--- src/rtl/s2p_pkg.sv ---
// Shared definitions for the 4-lane serial-to-parallel receive stage.
package s2p_pkg;

  // Aligner states, numbered so they can be read directly off a waveform
  typedef enum logic [1:0] {
    SEEK    = 2'd0,
    CHECK   = 2'd1,
    ALIGNED = 2'd2
  } state_t;

  localparam int         DEF_LANES     = 4;
  localparam int         DEF_WIDTH     = 8;
  localparam logic [7:0] DEF_SYNC_BYTE = 8'hBC;

endpackage

--- src/rtl/s2p_lane_shift.sv ---
// One lane of the receiver: LSB-first right shift register. The incoming bit
// enters at the top, so after WIDTH valid bits the first bit sits in bit 0.
module s2p_lane_shift
  import s2p_pkg::*;
#(
  parameter int WIDTH = DEF_WIDTH
) (
  input  logic             clk,
  input  logic             reset,
  input  logic             en,
  input  logic             bit_in,
  output logic [WIDTH-1:0] sr,
  output logic [WIDTH-1:0] nx
);

  assign nx = {bit_in, sr[WIDTH-1:1]};

  // Shift only on cycles that carry a new bit; reset discards any partial word
  always_ff @(posedge clk) begin
    if (reset) begin
      sr <= '0;
    end else if (en) begin
      sr <= nx;
    end
  end

endmodule

--- src/rtl/s2p_align_cond.sv ---
// Receive-side serial-to-parallel stage. Finds byte boundaries from a sync
// byte sent on all lanes, then delivers each non-sync word with a one-cycle
// strobe while tracking lock and the current bit position.
module s2p_align_cond
  import s2p_pkg::*;
#(
  parameter int               LANES      = DEF_LANES,
  parameter int               WIDTH      = DEF_WIDTH,
  parameter logic [WIDTH-1:0] SYNC_BYTE  = WIDTH'(DEF_SYNC_BYTE),
  parameter int               LOCK_COUNT = 4,
  parameter int               ERR_LIMIT  = 3
) (
  input  logic                     IN_CLK_s2p,
  input  logic                     IN_RESET_s2p,
  input  logic [LANES-1:0]         IN_LANE_s2p,
  input  logic                     IN_VALID_s2p,
  output logic [WIDTH-1:0]         OUT_LANE3_s2p,
  output logic [WIDTH-1:0]         OUT_LANE2_s2p,
  output logic [WIDTH-1:0]         OUT_LANE1_s2p,
  output logic [WIDTH-1:0]         OUT_LANE0_s2p,
  output logic                     OUT_VALID_s2p,
  output logic                     OUT_LOCK_s2p,
  output logic [$clog2(WIDTH)-1:0] OUT_CTR_s2p
);

  localparam int CW = $clog2(WIDTH);
  localparam int MW = $clog2(LOCK_COUNT + 1);
  localparam int EW = $clog2(ERR_LIMIT + 1);

  state_t           state;
  logic [CW-1:0]    bit_ctr;
  logic [MW-1:0]    match_cnt;
  logic [EW-1:0]    err_cnt;
  logic             out_valid;
  logic             out_lock;
  logic [WIDTH-1:0] out_word [LANES];

  // The aligner decides from the next-value of each lane, so the registered
  // shift contents are not consumed here.
  logic [WIDTH-1:0] unused_sr [LANES];
  logic [WIDTH-1:0] nx [LANES];
  logic [LANES-1:0] lane_sync;

  for (genvar gi = 0; gi < LANES; gi++) begin : g_lane
    s2p_lane_shift #(.WIDTH(WIDTH)) u_lane (
      .clk    (IN_CLK_s2p),
      .reset  (IN_RESET_s2p),
      .en     (IN_VALID_s2p),
      .bit_in (IN_LANE_s2p[gi]),
      .sr     (unused_sr[gi]),
      .nx     (nx[gi])
    );
    assign lane_sync[gi] = (nx[gi] == SYNC_BYTE);
  end

  logic all_sync;
  logic any_sync;
  logic word_end;

  assign all_sync = &lane_sync;
  assign any_sync = |lane_sync;
  assign word_end = (bit_ctr == CW'(WIDTH - 1));

  // Alignment FSM: sliding-window hunt, boundary confirmation, then data
  // delivery with a misalignment budget; all outputs are registered here.
  always_ff @(posedge IN_CLK_s2p) begin
    if (IN_RESET_s2p) begin
      state     <= SEEK;
      bit_ctr   <= '0;
      match_cnt <= '0;
      err_cnt   <= '0;
      out_valid <= 1'b0;
      out_lock  <= 1'b0;
      for (int i = 0; i < LANES; i++) begin
        out_word[i] <= '0;
      end
    end else begin
      out_valid <= 1'b0;
      if (IN_VALID_s2p) begin
        case (state)
          SEEK: begin
            bit_ctr <= '0;
            if (all_sync) begin
              match_cnt <= MW'(1);
              if (LOCK_COUNT == 1) begin
                state    <= ALIGNED;
                out_lock <= 1'b1;
              end else begin
                state <= CHECK;
              end
            end
          end
          CHECK: begin
            bit_ctr <= bit_ctr + 1'b1;
            if (word_end) begin
              if (all_sync) begin
                if (match_cnt >= MW'(LOCK_COUNT - 1)) begin
                  match_cnt <= MW'(LOCK_COUNT);
                  state     <= ALIGNED;
                  out_lock  <= 1'b1;
                end else begin
                  match_cnt <= match_cnt + 1'b1;
                end
              end else begin
                state     <= SEEK;
                match_cnt <= '0;
              end
            end
          end
          ALIGNED: begin
            bit_ctr <= bit_ctr + 1'b1;
            if (word_end) begin
              if (all_sync) begin
                err_cnt <= '0;
              end else if (!any_sync) begin
                err_cnt   <= '0;
                out_valid <= 1'b1;
                for (int i = 0; i < LANES; i++) begin
                  out_word[i] <= nx[i];
                end
              end else if (err_cnt >= EW'(ERR_LIMIT - 1)) begin
                state     <= SEEK;
                out_lock  <= 1'b0;
                bit_ctr   <= '0;
                err_cnt   <= '0;
                match_cnt <= '0;
              end else begin
                err_cnt <= err_cnt + 1'b1;
              end
            end
          end
          default: begin
            state    <= SEEK;
            bit_ctr  <= '0;
            out_lock <= 1'b0;
          end
        endcase
      end
    end
  end

  assign OUT_LANE3_s2p = out_word[3];
  assign OUT_LANE2_s2p = out_word[2];
  assign OUT_LANE1_s2p = out_word[1];
  assign OUT_LANE0_s2p = out_word[0];
  assign OUT_VALID_s2p = out_valid;
  assign OUT_LOCK_s2p  = out_lock;
  assign OUT_CTR_s2p   = bit_ctr;

endmodule
--- config.mk ---
export PLATFORM = sky130hd
export DESIGN_NAME = s2p_align_cond
export DESIGN_NICKNAME = d
export VERILOG_FILES = /design/src/rtl/s2p_pkg.sv /design/src/rtl/s2p_lane_shift.sv /design/src/rtl/s2p_align_cond.sv
export SDC_FILE = /design/constraint.sdc
export NUM_CORES = 1
export LEC_CHECK = 0
export CORE_UTILIZATION = 50
export DETAILED_ROUTE_END_ITERATION = 12
export GPL_TIMING_DRIVEN = 1
export PLACE_DENSITY = 0.74
export SLEW_MARGIN = 10
export SYNTH_ARGS = -nofsm -noshare
export SYNTH_HDL_FRONTEND = slang
export SYNTH_HIERARCHICAL = 1
export SYNTH_SLANG_ARGS = --single-unit
export TNS_END_PERCENT = 1
--- constraint.sdc ---
create_clock -name IN_CLK_s2p -period 9.2 [get_ports IN_CLK_s2p]
set_input_delay 2.3 -clock IN_CLK_s2p [delete_from_list [all_inputs] [get_ports IN_CLK_s2p]]
set_output_delay 2.3 -clock IN_CLK_s2p [all_outputs]
set_load 0.03 [all_outputs]
Yosys cells after proc, flatten, opt, wreduce, memory -nomap -nowiden
Memories as Yosys holds them, arrays and structs flattened.
Index checks and enable logic that the tools add are counted.
{ "totals": {"reg_bits": 44, "ramBits": 32, "romBits": 0, "output_inout_bits": 37, "n_memories": 1, "word_cells": 92, "latch_bits": 0} }
{ "mem_list": {"columns": ["memory", "words", "word_bits", "rd", "rd_clocked_by_memory_dff", "wr", "line_no", "text"], "rows": [
  ["out_word", 4, 8, 4, 0, 4, "s2p_align_cond.sv:36", "logic [WIDTH-1:0] out_word [LANES];"]
]} }
{ "classes": {"mux": 47, "n_eq_ne": 16, "n_mul": 0, "bitwise_logic": 5, "n_reduce_logical": 8, "div": 0, "n_addsub": 3, "magnitude_cmp": 2, "shifts": 0} }
{ "op_table": {"columns": ["op", "n"], "rows": [
  ["$mux W3", 12],
  ["$eq A8 B8 Y1 const B", 4],
  ["$mux W8", 4],
  ["$mux W2", 11],
  ["$mux W1", 16],
  ["$ne A2 B2 Y1 const B", 8],
  ["$reduce_and A8 Y1", 2],
  ["$pmux W3 S3", 1],
  ["$reduce_and A9 Y1", 1],
  ["$add A3 B1 Y3 const B", 2],
  ["$pmux W2 S3", 1],
  ["$pmux W3 S2", 1],
  ["$or A1 B1 Y1", 4],
  ["$reduce_and A4 Y1", 1],
  ["$reduce_or A4 Y1", 1],
  ["$eq A3 B3 Y1 const B", 1],
  ["$ge A3 B2 Y1 const B", 1],
  ["$ne A3 B3 Y1 const B", 1],
  ["$pmux W1 S3", 1],
  ["$reduce_and A3 Y1", 1],
  ["$reduce_bool A3 Y1", 1],
  ["$add A2 B1 Y2 const B", 1],
  ["$eq A2 B1 Y1 const B", 1],
  ["$eq A2 B2 Y1 const B", 1],
  ["other kinds (3)", 3]
]} }

Depth between registers and ports, before layout
{ "depth": {"ltp_word": 10, "depth_mapped": 7} }

By module
Netlist, hierarchy kept.
{ "modules_own_cells": {"columns": ["mod", "area_each_um2", "cells_per_inst", "instances", "seq_area_each_um2"], "rows": [
  ["s2p_align_cond", 2063.2, 165, 1, 1201.2],
  ["s2p_lane_shift", 345.3, 34, 4, 160.2]
]} }

Worst setup path before layout
No wires, ideal clock.
{ "synth_path": {"path_type": "input -> register", "startpoint": "input IN_LANE_s2p[1]", "endpoint": "memory out_word[0][0] in the netlist's numbering, enable pin", "arrival_ps": 5466, "cell_stages": 5, "path_slack_ps": 3269, "required_ps": 8734, "cell_sequence": "buf_4 -> nand4b_1 -> nor4_4 -> or4_1 -> o21ai_0"} }
{ "synth_rtl": {"columns": ["item", "line_no", "text"], "rows": [
  ["start: declaration", "s2p_align_cond.sv:15", "input logic [LANES-1:0] IN_LANE_s2p,"],
  ["end: declaration", "s2p_align_cond.sv:36", null]
]} }

==> metrics.md <==
| Metric | Value |
|---|---|
| CP max FO | `18` |
| Port Buffer Count | `between 40 and 50` |
| I/O pin count | `44` |
| Final #Nets | `317` |
| Final Skew | `~0.0061 ns` |
| Antenna violations before repair | `0` |
| Post-Route WL | `between 5 and 6 mm` |
| Cells after synthesis | `roughly 260` |
| Worst EP arrival | `4.57 ns` |
| Post-Syn Nets | `276` |
| R2R Setup Slk | `roughly 6.7 ns` |
| Row count | `28` |
| Tot Pwr | `~0.00069 W` |
| Sink Count | `72` |
| Reg2reg path depth | `5` |
| Layout cells sized above 1 | `between 10% and 20%` |
| Yosys warning total | `6` |
| ANT nets after route | `0` |
| Grt total ovfl | `0` |
| Hold crit path type | `reg -> reg` |
| Cells on Worst Hold Path | `2` |
| Worst Max-Slew Pin Slew | `slightly above 0.9 ns` |
| Worst-Skew Late Latency | `approximately 0.35 ns` |
| Root buf cell | `clkbuf_8` |
| Endpoints failing setup | `0` |
| Area grow syn2layout | `22.0%` |
| DIE WIDTH | `80.7 µm` |
| Starting Density | `between 50 and 60%` |
| Clock power share | `approximately 43%` |
| CTS-repair resized insts | `0` |
| Detailed Route Iter0 Violations | `around 90` |
| Gr usage total | `around 18%` |
| CTS tree | `yes` |
| FF-to-FF Start | `g_lane[1].u_lane/sr[7]` |
| Final min period | `4.54 ns` |
| Crit-path cells | `clkdlybuf4s50_1, nand4b_1, nor4_4, or4_1, o21ai_2, buf_4` |
| Die height | `80.7 µm` |
| First-pass iteration count of the detailed router | `6` |
| Finished Layout Cells | `around 380` |
| Fillcell total | `~490` |
| Clock slew at reported path FFs | `roughly 0.08 ns` |
| Post-route setup TNS | `0 ns` |
| Vias in the first global route | `between 1500 and 2000` |
| Sequential Power Share | `approximately 50%` |
| Slowest CP cell | `o21ai_2` |
| RSZ-0062 raised after global routing | `no` |
| Synth Area per Inst | `between 10 and 15 µm²` |
| Die ar. | `about 0.0065 mm²` |
| GP Congestion | `roughly 0.82` |
| Routed vias/inst | `approximately 5.2` |
| Synthesized cell area | `roughly 0.0031 mm²` |
| Sw Share | `a little over a fifth` |
| Final Hold Vio Count | `0` |
| LEAKAGE | `approximately 1.5 nW` |
| Setup CP Type | `in -> reg` |
| CTS buffer count | `9` |
| Pint | `0.000542 W` |
| CP required | `a little over 9 ns` |
| Post-detail-place hpwl | `between 3 and 4 mm` |
| Pwr dens | `approximately 180 mW/mm²` |
| Vias | `between 1500 and 2000` |
| DRC Markers | `0` |
| Post-CTS Setup Inserts | `0` |
| Slew Limit Fails | `0` |
| Diodes inserted | `0` |
| # hold bufs at CTS | `0` |
| Crit. End Element | `flop` |
| First-pass GRT wire length | `roughly 8.7 mm` |
| Maximum clock insertion buffer count | `2` |
| Comb power frac | `roughly 7%` |
| Worst VDD drop | `94.8 µV` |
| Hold Path End | `err_cnt[0]` |
| CP max stage delay | `approximately 0.63 ns` |
| Hold Startpoint | `err_cnt[0]` |
| Placed cells | `366` |
| Tcrit/Tclk final | `roughly half` |
| Switching pwr | `0.000153 W` |
| Core Region | `roughly 0.0060 mm²` |
| H-tree Lvls | `3` |
| Pin count of the biggest net entering global routing | `38` |
| Run status | `complete, no violations` |
| Reg-to-reg endpoint | `out_word[2][0]` |
| WL/cell | `13.6 µm` |
| Max-cap violations | `0` |
| Fmax achieved | `between 200 and 250 MHz` |
| Startpoint types | `primary input` |
| Slew Limit Headroom | `between 30% and 40%` |
==> power groups by stage <==
stage          clock [W]  combinational [W]  sequential [W]
3_5_place_dp           0          0.0000490        0.000354
4_1_cts         0.000303          0.0000491        0.000347
5_1_grt         0.000317          0.0000514        0.000348
3_3_place_gp           0          0.0000486        0.000353
6_report        0.000300          0.0000487        0.000346
2_1_floorplan          0          0.0000157        0.000369
==> worst max path at each step <==
stage	slack, ns	to	startpoint
after global placement	4.33	out_word[1][7]	IN_LANE_s2p[1]
after floorplan	3.27	out_word[0][0]	IN_LANE_s2p[1]
final	4.66	out_word[2][0]	IN_LANE_s2p[1]
after CTS	4.62	out_word[3][5]	IN_LANE_s2p[1]
after detailed placement	4.26	out_word[1][5]	IN_LANE_s2p[1]
after global routing	4.50	out_word[3][5]	IN_VALID_s2p
==> area by class of cell <==
cell class	count	area, µm²	area share, %
sequential	72	1760	46.6
multi-input combinational	167	1210	32.1
timing repair buffer	46	448	11.8
clock buffer	9	124	3.27
clock inverter	7	120	3.18
tap	75	93.8	2.48
inverter	6	22.5	0.595
==> cells in the final DEF, fill, tap and decap left out, types with 2 or more instances in the layout <==
cell type and count:
a31o_2 2, ha_1 8, a211oi_1 3, clkdlybuf4s50_1 42, nand2_1 11, dfxtp_1 40, nor4_4 4, mux2i_1 29
o21ai_2 2, nand2b_1 4, nand3_1 4, clkinv_4 2, buf_4 3, inv_1 6, nand4_1 3, clkbuf_8 9
edfxtp_1 32, nor2_1 33, and2_1 32, a21oi_1 7, bufinv_16 3, nand4b_1 4, or4_1 2, nor3_1 2
==> worst max-delay path, delay by kind of cell <==
kind	cells	cell delay (ns)
simple gates	3	0.81
buf+inv	2	0.83
compound gates	1	0.63
==> state kept, by name, summed over array words and instances (netlist names) <==
signal	count
g_lane.u_lane/sr	28
OUT_LOCK_s2p	1
err_cnt	2
state	2
out_word	32
OUT_VALID_s2p	1
match_cnt	3
OUT_CTR_s2p	3
==> layer usage <==
layer  vias up  GRT usage [%]  share of wire, %
li1        992              -                 -
met1       951           22.7                46
met2        45           28.1                47
met3        11           4.61               3.9
met4         0           11.3               2.5
met5         -              0                 0
==> metrics by stage <==
step                      util [%]  hold slack (ns)  area [µm²]  worst slack [ns]
after floorplan                  -            0.440        3100              3.27
after global placement        59.4            0.458        3540              4.33
after detailed placement      59.4            0.467        3540              4.26
after CTS                     63.5            0.479        3780              4.62
after global routing          63.5            0.515        3780              4.50
final                         63.5            0.478        3780              4.66
Power figures use the tool's default switching activity.
